==> config.mk <==
export PLATFORM = sky130hd
export DESIGN_NAME = ram_access_ctrl
export DESIGN_NICKNAME = d
export VERILOG_FILES = /design/src/rtl/ram_access_ctrl.sv
export SDC_FILE = /design/constraint.sdc
export NUM_CORES = 1
export LEC_CHECK = 0
export CELL_PAD_IN_SITES_DETAIL_PLACEMENT = 1
export CELL_PAD_IN_SITES_GLOBAL_PLACEMENT = 1
export CORE_UTILIZATION = 30
export CTS_BUF_LIST = sky130_fd_sc_hd__clkbuf_8
export DETAILED_ROUTE_END_ITERATION = 10
export GPL_ROUTABILITY_DRIVEN = 0
export MAX_ROUTING_LAYER = met4
export PLACE_DENSITY = 0.75
export SYNTH_ARGS = -nofsm -noshare
export SYNTH_HDL_FRONTEND = slang
export SYNTH_SLANG_ARGS = --single-unit
==> constraint.sdc <==
create_clock -name clk -period 1.8 [get_ports clk]
set_input_delay 0.36 -clock clk [delete_from_list [all_inputs] [get_ports clk]]
set_output_delay 0.36 -clock clk [all_outputs]
set_load 0.03 [all_outputs]
==> src/rtl/ram_access_ctrl.sv <==
// ram_access_ctrl: single-outstanding request controller for one Pipelined_RAM.
// Takes a read or write request on a valid/ready port and drives the RAM strobes,
// address and write data. For a read it waits out the RAM read pipeline and returns
// the data with a parity-error flag as a one-cycle response pulse.
// Optional feature: define PARITY_CHECK_EN to compare ram_parity against the even
// parity of ram_dout at capture. Left undefined, rsp_err is tied 0.
module ram_access_ctrl #(
    parameter int MEM_WIDTH  = 16,
    parameter int ADDR_SIZE  = 10,
    parameter int RD_LATENCY = 2     // 1..7
) (
    input  logic                 clk,
    input  logic                 rst,
    input  logic                 req_valid,
    output logic                 req_ready,
    input  logic                 req_wr,
    input  logic [ADDR_SIZE-1:0] req_addr,
    input  logic [MEM_WIDTH-1:0] req_wdata,
    output logic                 rsp_valid,
    output logic [MEM_WIDTH-1:0] rsp_rdata,
    output logic                 rsp_err,
    output logic                 ram_blk_select,
    output logic                 ram_wr_en,
    output logic                 ram_rd_en,
    output logic                 ram_addr_en,
    output logic                 ram_dout_en,
    output logic [ADDR_SIZE-1:0] ram_addr,
    output logic [MEM_WIDTH-1:0] ram_din,
    input  logic [MEM_WIDTH-1:0] ram_dout,
    input  logic                 ram_parity
);

    localparam int CNT_W = 3;

    typedef enum logic [2:0] {
        ST_IDLE,
        ST_WR,
        ST_RD,
        ST_WAIT,
        ST_RESP
    } state_t;

    state_t           state;
    state_t           next_state;
    logic [CNT_W-1:0] lat_cnt;

    logic accept;
    logic capture;
    logic capture_err;

    // Next values of the registered outputs, derived from the state being entered.
    logic nxt_req_ready;
    logic nxt_rsp_valid;
    logic nxt_blk_select;
    logic nxt_wr_en;
    logic nxt_rd_en;
    logic nxt_addr_en;
    logic nxt_dout_en;

    // req_ready is low during the first cycle out of reset, so it gates acceptance
    // rather than the IDLE state alone.
    assign accept  = req_valid && req_ready;
    assign capture = (state == ST_WAIT) && (lat_cnt == '0);

`ifdef PARITY_CHECK_EN
    assign capture_err = ram_parity ^ (^ram_dout);
`else
    logic unused_parity;
    assign capture_err   = 1'b0;
    assign unused_parity = ram_parity;
`endif

    // State register and registered outputs; everything returns to zero on reset.
    // NOTE: sequential state uses non-blocking (<=) so every register samples the
    // pre-edge values of its neighbours, exactly like the flops it describes.
    always_ff @(posedge clk or posedge rst) begin
        if (rst) begin
            state          <= ST_IDLE;
            req_ready      <= 1'b0;
            rsp_valid      <= 1'b0;
            ram_blk_select <= 1'b0;
            ram_wr_en      <= 1'b0;
            ram_rd_en      <= 1'b0;
            ram_addr_en    <= 1'b0;
            ram_dout_en    <= 1'b0;
        end else begin
            state          <= next_state;
            req_ready      <= nxt_req_ready;
            rsp_valid      <= nxt_rsp_valid;
            ram_blk_select <= nxt_blk_select;
            ram_wr_en      <= nxt_wr_en;
            ram_rd_en      <= nxt_rd_en;
            ram_addr_en    <= nxt_addr_en;
            ram_dout_en    <= nxt_dout_en;
        end
    end

    // Next-state decision.
    // NOTE: next_state gets a default before the case so no path leaves it unassigned,
    // which would otherwise infer a latch.
    always_comb begin
        next_state = state;
        case (state)
            ST_IDLE: if (accept) next_state = req_wr ? ST_WR : ST_RD;
            ST_WR:   next_state = ST_IDLE;
            ST_RD:   next_state = ST_WAIT;
            ST_WAIT: if (lat_cnt == '0) next_state = ST_RESP;
            ST_RESP: next_state = ST_IDLE;
            default: next_state = ST_IDLE;
        endcase
    end

    // Output decode from the state about to be entered, so the outputs can be registered.
    always_comb begin
        nxt_req_ready  = (next_state == ST_IDLE);
        nxt_rsp_valid  = (next_state == ST_RESP);
        nxt_blk_select = (next_state == ST_WR) || (next_state == ST_RD);
        nxt_wr_en      = (next_state == ST_WR);
        nxt_rd_en      = (next_state == ST_RD);
        nxt_addr_en    = (next_state == ST_RD);
        nxt_dout_en    = (next_state == ST_RD) || (next_state == ST_WAIT);
    end

    // Request latch, read-latency counter and response capture.
    // NOTE: the datapath registers are reset too, because reset must leave every
    // output at zero and drop a pending response; nothing here is a RAM array.
    always_ff @(posedge clk or posedge rst) begin
        if (rst) begin
            ram_addr  <= '0;
            ram_din   <= '0;
            lat_cnt   <= '0;
            rsp_rdata <= '0;
            rsp_err   <= 1'b0;
        end else begin
            if ((state == ST_IDLE) && accept) begin
                ram_addr <= req_addr;
                ram_din  <= req_wdata;
            end

            // The RD cycle counts as the first pipeline cycle, hence the -1.
            if (state == ST_RD) begin
                lat_cnt <= CNT_W'(RD_LATENCY - 1);
            end else if ((state == ST_WAIT) && (lat_cnt != '0)) begin
                lat_cnt <= lat_cnt - 1'b1;
            end

            if (capture) begin
                rsp_rdata <= ram_dout;
                rsp_err   <= capture_err;
            end
        end
    end

endmodule

# Word level (Yosys, flattened, before mapping)
# Cells that the tools add are included.
dict set report classes {
  n_addsub 1
  multipliers 0
  div_mod_pow 0
  order_cmp 0
  eq_ne 6
  shift 0
  muxes 6
  n_bitwise 0
  n_reduce_logical 11
}
# operator n
set op_table {}
lappend op_table {{$eq A3 B2 Y1 const B} 4}
lappend op_table {{$mux W3} 4}
lappend op_table {{$logic_not A3 Y1} 3}
lappend op_table {{$pmux W3 S3} 1}
lappend op_table {{$logic_and A1 B1 Y1} 4}
lappend op_table {{$eq A3 B1 Y1 const B} 1}
lappend op_table {{$eq A3 B3 Y1 const B} 1}
lappend op_table {{$reduce_bool A3 Y1} 1}
lappend op_table {{$sub A3 B1 Y3 const B} 1}
lappend op_table {{$logic_or A1 B1 Y1} 2}
lappend op_table {{$mux W2} 1}
lappend op_table {{$reduce_bool A2 Y1} 1}
dict set report totals {
  reg_bits 54
  latch_bits 0
  mem_bits_rw 0
  mem_bits_ro 0
  input_bits 47
  out_inout_bits 50
  word_cells 35
  n_memories 0
}

# Logic depth before layout (Yosys ltp)
# Gate-level depths: netlist of run 1.
dict set report depth {
  word_depth 5
  mapped_depth 6
  depth_no_buf 5
}

# Worst setup path before layout of run 1
# OpenSTA, ideal clock, no wires.
dict set report synth_timing {
  path_kind {reg-to-reg}
  start {reg req_ready}
  end {reg ram_addr[0]}
  setup_time_ns 0.125
  t_arrival_ns 1.625
  required_ns 1.675
  slack_ns 0.050
  path_stages_with_launch 7
  path_buffers 2
  period_less_slack_ns 1.750
  path_cell_list {dfrtp_1 -> nand2_1 -> or4_1 -> buf_2 -> clkinv_4 -> buf_12 -> mux2_4}
}
dict set report synth_via {
  elab_chain_cells 2
}
# element line_no
set synth_lines {}
lappend synth_lines {{from (decl)} 15} ;# output logic req_ready,
lappend synth_lines {{from (signal assigned)} 88} ;# req_ready <= nxt_req_ready;
lappend synth_lines {{$logic_and A1 B1 Y1} 62} ;# assign accept = req_valid && req_ready;
lappend synth_lines {{$logic_and A1 B1 Y1} 135} ;# if ((state == ST_IDLE) && accept) begin
lappend synth_lines {{to (signal assigned)} 136} ;# ram_addr <= req_addr;
lappend synth_lines {{to (decl)} 27} ;# output logic [ADDR_SIZE-1:0] ram_addr,
# Every way passes these cells.
# A chain may end at the register's enable or synchronous reset.

# Worst setup path after layout of run 1
dict set report layout_timing {
  start {in req_valid}
  end {reg ram_din[6]}
}
dict set report layout_via {
  elab_chain_cells 2
}
# element line_no
set layout_lines {}
lappend layout_lines {{from (decl)} 14} ;# input logic req_valid,
lappend layout_lines {{$logic_and A1 B1 Y1} 62}
lappend layout_lines {{$logic_and A1 B1 Y1} 135}
lappend layout_lines {{to (signal assigned)} 137} ;# ram_din <= req_wdata;
lappend layout_lines {{to (decl)} 28} ;# output logic [MEM_WIDTH-1:0] ram_din,
# Every way passes these cells.

==> impl_metrics.env, run 1 <==
export IMPL_start_util_pct=31.4
export IMPL_drt_total_wl_um=4640
export IMPL_period_share_pct=97.6
export IMPL_p_per_area_nw_per_um2=1940
export IMPL_path_max_fanout=8
export IMPL_synth_xor_xnor_area_share_pct=0
export IMPL_worstSetupPathType="in2reg"
export IMPL_synth_adder_area_share_pct=1.16
export IMPL_ant_nets=0
export IMPL_synth_top_cells_by_count="dfrtp_1 (54), mux2_2 (24), mux2_4 (18), inv_1 (9), o21ai_0 (5)"
export IMPL_leakage_nw=1.52
export IMPL_r2r_end="ram_din[6]"
export IMPL_drtPass1Iterations=4
export IMPL_hold_violations=0
export IMPL_synth_fp_nets=184
export IMPL_worstPathRequired_ps=1990
export IMPL_port_buffers=94
export IMPL_htree_levels=2
export IMPL_yosys_area_share_simple_pct=3.14
export IMPL_die_h_um=86.7
export IMPL_setup_worst_path_end="ram_din[6]"
export IMPL_routedWlPerCell_um=13.7
export IMPL_setup_viol=0
export IMPL_syn_cell_area_sq_um=2150
export IMPL_die_area_sq_um=7520
export IMPL_reg2reg_from="state[0]"
export IMPL_end_kind="flip-flop"
export IMPL_cts_reportedPaths_clkPinSlew_ps=100
export IMPL_synth_area_mux_share_pct=25.1
export IMPL_ys_warn_count=0
export IMPL_cts_buffers_inserted=5
export IMPL_place_ws_ps=-282
export IMPL_syn_inst=135
export IMPL_io_pins=97
export IMPL_cts_root_buf="clkbuf_8"
export IMPL_ctsResizeCount=0
export IMPL_nNetsFinal=290
export IMPL_ff2ff_setup_slack_ps=110
export IMPL_rr_worst_depth=4
export IMPL_final_cell_area_sq_um=3440
export IMPL_tns_ps=0
export IMPL_num_antenna_cells=0
export IMPL_status="finished, final reports clean"
export IMPL_yosys_most_used_dff="dfrtp_1"
export IMPL_grt_pass1_wl_um=7730
export IMPL_area_delta_synth_final_pct=59.7
export IMPL_clk_latency_ps=300
export IMPL_vias=1418
export IMPL_fmax_ghz=0.569
export IMPL_synth_seq_cells=54
export IMPL_cp_arrival_ps=1950
export IMPL_layout_min_cycle_time_ps=1760
export IMPL_ys_seq_area_share_pct=62.7
export IMPL_critPathLaunch="req_valid"
export IMPL_max_cap_violations=0
export IMPL_ir_drop_mv=0.797
export IMPL_grt_overflow=0
export IMPL_skew_ps=7.75
export IMPL_avgSynthCellArea_sq_um=16.0
export IMPL_core_area_sq_um=6870
export IMPL_dpl_hpwl_um=3510
export IMPL_vias_per_cell=4.20
export IMPL_cts_hold_buf=0
export IMPL_antenna_found_initial=0
export IMPL_clock_path_buffers=2
export IMPL_drv_slew=0
export IMPL_synth_compound_area_share_pct=2.50
export IMPL_grt_pass1_vias=1516
export IMPL_fin_cells=338
export IMPL_synth_top_family_by_area="multiplexers"
export IMPL_drtIter0Drc=38
export IMPL_cts_tree="yes"
export IMPL_hold_class="in2async"
export IMPL_postSynth_asyncResetShare_pct=100
export IMPL_setup_slack_ps=42.8
export IMPL_clkSinkCount=54
export IMPL_place_area_sq_um=3300
export IMPL_rsz0062_at_grt="no"
export IMPL_setup_worst_path_start_class="primary input"
export IMPL_drive_above_1_share_pct=26.9
export IMPL_synth_edff_count=0
export IMPL_synth_top_cell_area_share_pct=62.7
export IMPL_grt_start_max_net_pins=19
export IMPL_synth_most_common_cell="dfrtp_1"
export IMPL_dp_cells=330
export IMPL_drc=0
export IMPL_die_x_um=86.7
export IMPL_synth_distinct_cells=22
export IMPL_rows=30
export IMPL_synth_area_top_cells="dfrtp_1 (63%), mux2_4 (13%), mux2_2 (13%), buf_12 (1.9%), inv_1 (1.6%)"
export IMPL_grtUsageTotal_pct=13.9
export IMPL_cts_setup_buffers=0
export IMPL_yosysTopAreaCell="dfrtp_1"
==> critical path, stage by stage <==
cell and delay [ps]:
clkdlybuf4s50_1 450, nand2_1 60, or4_1 480, clkinv_4 130
buf_12 130, mux2_2 320
==> power breakdown <==
part | internal (W) | total [W] | switching (W) | leakage [nW]
logic | 0.00181 | 0.00360 | 0.00179 | 0.799
clock network | 0.000593 | 0.000991 | 0.000398 | 0.0714
registers | 0.00180 | 0.00210 | 0.000299 | 0.649
==> worst min-delay path by stage <==
stage	start	end	slack, ps	cells after the start
floorplan	req_wr	ram_addr_en	430	1
global route	rst	rsp_rdata[3]	370	2
CTS	rst	ram_din[2]	340	2
detailed placement	ram_addr[6]	ram_addr[6]	490	1
finish	rst	rsp_rdata[1]	330	2
global placement	rsp_rdata[12]	rsp_rdata[12]	490	1
==> per-stage QoR <==
| step | utilization (%) | power (W) | hold WS [ps] |
|---|---|---|---|
| CTS | 50.1 | 0.00679 | 338 |
| detailed placement | 48.0 | 0.00576 | 492 |
| global placement | 48.0 | 0.00569 | 486 |
| floorplan | - | 0.00426 | 426 |
| global route | 50.1 | 0.00704 | 370 |
| finish | 50.1 | 0.00669 | 333 |
==> layout make-up <==
cell class | instances | area, sq um
clock inverter | 2 | 60.1
inverter | 10 | 42.5
sequential | 54 | 1350
fill | 701 | 3430
multi-input combinational | 64 | 691
timing repair buffer | 106 | 1090
clock buffer | 6 | 82.6
tap | 96 | 120
==> per-layer routing <==
metal / vias up / wire [um] / GRT usage, % / part of all wire [%]
met3: 2 / 228 / 3.71 / 4.9
met5: - / 0 / - / 0
met1: 715 / 2010 / 17.5 / 43
met4: 0 / 22 / 4.09 / 0.47
met2: 40 / 2380 / 22.2 / 51
li1: 661 / - / - / -
==> kinds of logic after synthesis <==
family	Yosys count
DFF	54
muxes	42
other	1
AOI/OAI and AO/OA	8
and+or+nand+nor	11
buffers and inverters	17
adders and majority gates	2
==> cells in the final DEF, fill, tap and decap left out, drive strengths merged <==
cell type,n
nand2,2
nor2b,1
buf,12
nor2,3
nor3b,1
nand3b,1
a32o,1
clkdlybuf4s50,94
or4,1
conb,1
nand3,1
clkbuf,6
inv,9
mux2,42
a22o,1
clkinv,1
nand4b,1
dfrtp,54
bufinv,2
o21ai,5
ha,2
o211a,1
==> sequential cells by signal, indices dropped and copies added, names as in the netlist <==
name,cells
state,3
ram_addr_en,1
ram_wr_en,1
rsp_rdata,16
ram_blk_select,1
ram_dout_en,1
lat_cnt,3
req_ready,1
ram_addr,10
rsp_valid,1
ram_din,16
No activity file was read; power rests on OpenSTA's default activity.
==> run 2, diff against run 1 <==
- RECOVER_POWER: default -> 100
==> run 2 against run 1 <==
Effect of this change:
- clock-buffer cell count is the same
- utilization down 1.2 points
- cell count is the same
- critical path depth is the same
- flip-flop and latch count is the same
- non-clock buffer count did not move
- clock power is essentially flat
- register-to-register slack is essentially flat
- setup slack got worse by 4.8 ps
- total power shrank 2.3%
- highest routed layer unchanged
==> impl_metrics.env, run 2 (synthesis results as in run 1) <==
export IMPL_status="finished, final reports clean"
export IMPL_drtPass1Iterations=3
export IMPL_setup_viol=0
export IMPL_multi_input_area_sq_um=664
export IMPL_drtIter0Drc=21
export IMPL_ff_latch_area_sq_um=1350
export IMPL_end_kind="flip-flop"
export IMPL_vias=1414
export IMPL_critPathSlowestCell="or4_1"
export IMPL_r2r_end="ram_addr[5]"
export IMPL_rows=30
export IMPL_grt_start_max_net_pins=19
export IMPL_grt_pass1_vias=1516
export IMPL_start_util_pct=31.4
export IMPL_layout_commonest_cell="clkdlybuf4s50_1"
export IMPL_path_cells="clkdlybuf4s50_1, nand2_1, or4_1, clkinv_4, buf_6, mux2_4"
export IMPL_post_route_util_pct=48.9
export IMPL_skew_ps=7.90
export IMPL_htree_levels=2
export IMPL_drc=0
export IMPL_drt_total_wl_um=4630
export IMPL_clkSinkCount=54
export IMPL_grtUsageTotal_pct=13.9
export IMPL_vias_per_cell=4.18
export IMPL_drv_slew=0
export IMPL_leakage_nw=1.48
export IMPL_routedWlPerCell_um=13.7
export IMPL_die_x_um=86.7
export IMPL_cts_buffers_inserted=5
export IMPL_dpl_hpwl_um=3510
export IMPL_worst_slew_pin_slew_ps=536
export IMPL_hp_start="ram_din[9]"
export IMPL_cts_setup_buffers=0
export IMPL_layout_min_cycle_time_ps=1760
export IMPL_layout_common_cells="clkdlybuf4s50_1 (91), dfrtp_1 (54), mux2_2 (24)"
export IMPL_cts_reportedPaths_clkPinSlew_ps=100
export IMPL_cts_root_buf="clkbuf_8"
export IMPL_cp_arrival_ps=1950
export IMPL_clock_path_buffers=2
export IMPL_drive_above_1_share_pct=22.3
export IMPL_ff2ff_setup_slack_ps=110
export IMPL_ant_nets=0
export IMPL_port_buffers=94
export IMPL_path_max_fanout=7
export IMPL_clk_latency_ps=300
export IMPL_cts_tree="yes"
export IMPL_hold_class="reg2reg"
export IMPL_area_delta_synth_final_pct=55.9
export IMPL_p_per_area_nw_per_um2=1950
export IMPL_antenna_found_initial=0
export IMPL_core_area_sq_um=6870
export IMPL_io_pins=97
export IMPL_report_power_total_w=0.00653
export IMPL_critPathMaxStageDelay_ps=480
export IMPL_reg2reg_from="state[0]"
export IMPL_worstSetupPathType="in2reg"
export IMPL_period_share_pct=97.9
export IMPL_cts_hold_buf=0
export IMPL_hold_end="ram_din[9]"
export IMPL_nFillCells=708
export IMPL_worstPathRequired_ps=1990
export IMPL_reg_top3="ram_din: 16 flops, rsp_rdata: 16 flops, ram_addr: 10 flops"
export IMPL_hold_violations=0
export IMPL_grt_pass1_wl_um=7730
export IMPL_ir_drop_mv=0.797
export IMPL_die_h_um=86.7
export IMPL_grt_overflow=0
export IMPL_rr_worst_depth=4
export IMPL_ctsResizeCount=0
export IMPL_max_cap_violations=0
export IMPL_hold_depth=1
export IMPL_num_antenna_cells=0
export IMPL_dp_cells=330
export IMPL_tns_ps=0
export IMPL_setup_worst_path_start_class="primary input"
export IMPL_max_slew_margin_pct=64.2
export IMPL_rsz0062_at_grt="no"
export IMPL_nNetsFinal=290
export IMPL_fmax_ghz=0.568
export IMPL_die_area_sq_um=7520
export IMPL_fin_cells=338
-- run 2: cell count changes in the layout (fill, tap and decap cells not counted), moves of 3 or more --
cell,delta
mux2_1,+7
clkbuf_2,+4
buf_4,-6
dlygate4sd3_1,+3
buf_12,-3
clkdlybuf4s50_1,-3
mux2_4,-7
clkbuf_1,+3
-- run 2: worst max-delay path, delay by kind of cell --
kind | cells | cell delay, ps
muxes | 1 | 310
and+or+nand+nor | 2 | 550
buffers and inverters | 3 | 740
-- run 2: report_power, final --
group	internal, W	leakage (nW)	switching, W
sequential	0.00180	0.649	0.000293
clock	0.000593	0.0714	0.000395
combinational	0.00168	0.758	0.00178
total	0.00407	1.48	0.00247
-- run 2: worst max-delay path by stage --
stage                     startpoint  slack (ps)           to  cells past startpoint
final                      req_valid          40  ram_addr[5]                      6
after global routing       req_valid           7  ram_addr[5]                      6
after CTS                  req_valid          50   ram_din[6]                      6
after detailed placement   req_valid        -280   ram_din[6]                      6
after global placement     req_valid        -290   ram_din[2]                      6
after floorplan            req_ready          50  ram_addr[0]                      6
-- run 2: per-stage QoR --
step	hold WS (ps)	cell area [sq um]	setup WS [ps]
5_1_grt	532	3360	7.01
4_1_cts	338	3440	47.5
3_3_place_gp	486	3300	-295
2_1_floorplan	426	2150	49.9
3_5_place_dp	492	3300	-282
6_report	503	3360	38.1
-- run 2: final cells by class --
cell class | count | area share (%)
sequential | 54 | 40.2
clock buffer | 6 | 2.46
inverter | 10 | 1.27
tap | 96 | 3.58
timing repair buffer | 106 | 30.9
clock inverter | 2 | 1.79
multi-input combinational | 64 | 19.8
-- run 2: metal layers --
layer | GRT usage [%] | vias to the layer above | share of wire, %
met3 | 3.71 | 2 | 4.8
met1 | 17.5 | 712 | 43
met5 | - | - | 0
li1 | - | 660 | -
met4 | 4.09 | 0 | 0.48
met2 | 22.2 | 40 | 51
==> run 3, diff against run 2 <==
- clock period: 1.8 -> 1.4 ns (I/O delays scaled with it)
==> run 3 against run 2 <==
Effect of this change:
- setup slack worse by 270 ps
- total power up 24%
- routed wire length up 14%
- the flow now finishes with violations (negative setup slack)
- global-route usage up 1.5 points
- worst hold slack worse by 100 ps
- utilization up 0.49 points
- non-clock buffer count down 1
- clock power up 5%
- sequential share of layout area down 0.36 points
- die area unchanged
==> impl_metrics.env, run 3 (synthesis results as in run 1) <==
export IMPL_status="complete, but fails checks"
export IMPL_violations="negative setup slack"
export IMPL_end_kind="flip-flop"
export IMPL_cts_tree="yes"
export IMPL_num_antenna_cells=0
export IMPL_drtPass1Iterations=3
export IMPL_rows=30
export IMPL_ir_drop_mv=1.18
export IMPL_grt_pass1_wl_um=8380
export IMPL_ff_latch_area_sq_um=1350
export IMPL_rsz0062_at_grt="yes"
export IMPL_wl_met3_um=188
export IMPL_die_h_um=86.7
export IMPL_grtUsageTotal_pct=15.5
export IMPL_max_slew_margin_pct=65.5
export IMPL_fmax_ghz=0.612
export IMPL_vias_per_cell=4.26
export IMPL_die_x_um=86.7
export IMPL_skew_ps=5.58
export IMPL_multi_input_area_sq_um=741
export IMPL_routedWlPerCell_um=15.6
export IMPL_rr_worst_depth=3
export IMPL_grt_start_max_net_pins=24
export IMPL_hold_violations=0
export IMPL_clock_path_buffers=2
export IMPL_layout_min_cycle_time_ps=1640
export IMPL_port_buffers=94
export IMPL_reg_top3="ram_din: 16 flops, rsp_rdata: 16 flops, ram_addr: 10 flops"
export IMPL_grt_pass1_vias=1605
export IMPL_top_layer="met4"
export IMPL_vias=1439
export IMPL_setup_viol=47
export IMPL_routed_wl_met2_um=2770
export IMPL_path_max_fanout=14
export IMPL_start_util_pct=31.4
export IMPL_ant_nets=0
export IMPL_cts_root_buf="clkbuf_8"
export IMPL_clk_latency_ps=310
export IMPL_worst_slew_pin_slew_ps=518
export IMPL_dpl_hpwl_um=3690
export IMPL_worstPathRequired_ps=1600
export IMPL_area_delta_synth_final_pct=57.5
export IMPL_nNetsFinal=290
export IMPL_period_share_pct=117
export IMPL_drt_total_wl_um=5290
export IMPL_cp_arrival_ps=1830
export IMPL_layout_common_cells="dfrtp_1 (53), clkdlybuf4s50_1 (44), mux2_4 (27)"
export IMPL_layout_commonest_cell="dfrtp_1"
export IMPL_drc=0
export IMPL_grt_overflow=0
export IMPL_antenna_found_initial=0
export IMPL_drive_above_1_share_pct=29.3
export IMPL_hold_class="in2async"
export IMPL_place_ws_ps=-655
export IMPL_drtIter0Drc=31
export IMPL_fin_cells=338
export IMPL_die_area_sq_um=7520
export IMPL_io_pins=97
export IMPL_dp_cells=325
export IMPL_setup_worst_path_start_class="flip-flop"
export IMPL_core_area_sq_um=6870
export IMPL_nFillCells=710
export IMPL_drv_slew=0
export IMPL_cts_buffers_inserted=5
export IMPL_cts_reportedPaths_clkPinSlew_ps=100
export IMPL_worstSetupPathType="reg2reg"
export IMPL_holdWs_ps=403
export IMPL_max_cap_violations=0
export IMPL_setup_slack_ps=-235
export IMPL_clkSinkCount=54
export IMPL_p_per_area_nw_per_um2=2390
export IMPL_htree_levels=2
export IMPL_leakage_nw=1.59
export IMPL_wl_met1_um=2260
## run 3: area by class of cell
cell class	instances	area share, %
clock buffers	5	2.03
clock inverters	3	1.18
inverters	10	1.51
multi-input cells	64	21.8
flip-flops and latches	54	39.9
well taps	96	3.54
repair buffers	105	29.6
repair inverters	1	0.479
## run 3: path summary, 6_finish.rpt
path | startpoint | endpoint | slack, ps
worst min register to register | rsp_rdata[10] | rsp_rdata[10] | 510
worst max register to register | state[0] | ram_din[3] | -240
min in group clk | rsp_rdata[10] | rsp_rdata[10] | 510
max in group asynchronous | rst | req_ready | 160
worst min-delay path | rst | rsp_rdata[8] | 400
worst max-delay path | state[0] | ram_din[3] | -240
## run 3: stage by stage
step / TNS, ps / area (sq um) / power (W) / util, %
6_report: -6970 / 3390 / 0.00812 / 49.4
5_1_grt: -10260 / 3390 / 0.00855 / 49.4
4_1_cts: -6200 / 3400 / 0.00817 / 49.4
3_5_place_dp: -18330 / 3250 / 0.00734 / 47.3
3_3_place_gp: -17670 / 3250 / 0.00721 / 47.3
2_1_floorplan: -7470 / 2180 / 0.00551 / -
## run 3: report_power, final
| group | internal (W) | switching (W) | total, W |
|---|---|---|---|
| combinational | 0.00196 | 0.00238 | 0.00434 |
| sequential | 0.00231 | 0.000425 | 0.00274 |
| clock | 0.000527 | 0.000516 | 0.00104 |
## run 3: metal layers
metal / track usage (%) / vias to the layer above
met5: - / -
li1: - / 667
met3: 3.24 / 8
met2: 25.6 / 38
met4: 4.55 / 0
met1: 19.1 / 726
## run 3: critical path, stage by stage (launching register included)
cell	delay, ps
dfrtp_1	410
or4_4	640
clkinv_8	150
mux2_4	310
## run 3: timing repair
| item | in CTS | in global routing |
|---|---|---|
| setup endpoints to repair | 97 | 54 |
| hold buffers | 0 | 0 |
| buffers inserted | 0 | 3 |
| resized for setup | 70 | 29 |
| gates cloned | 2 | 1 |
| pin swaps | 0 | 1 |
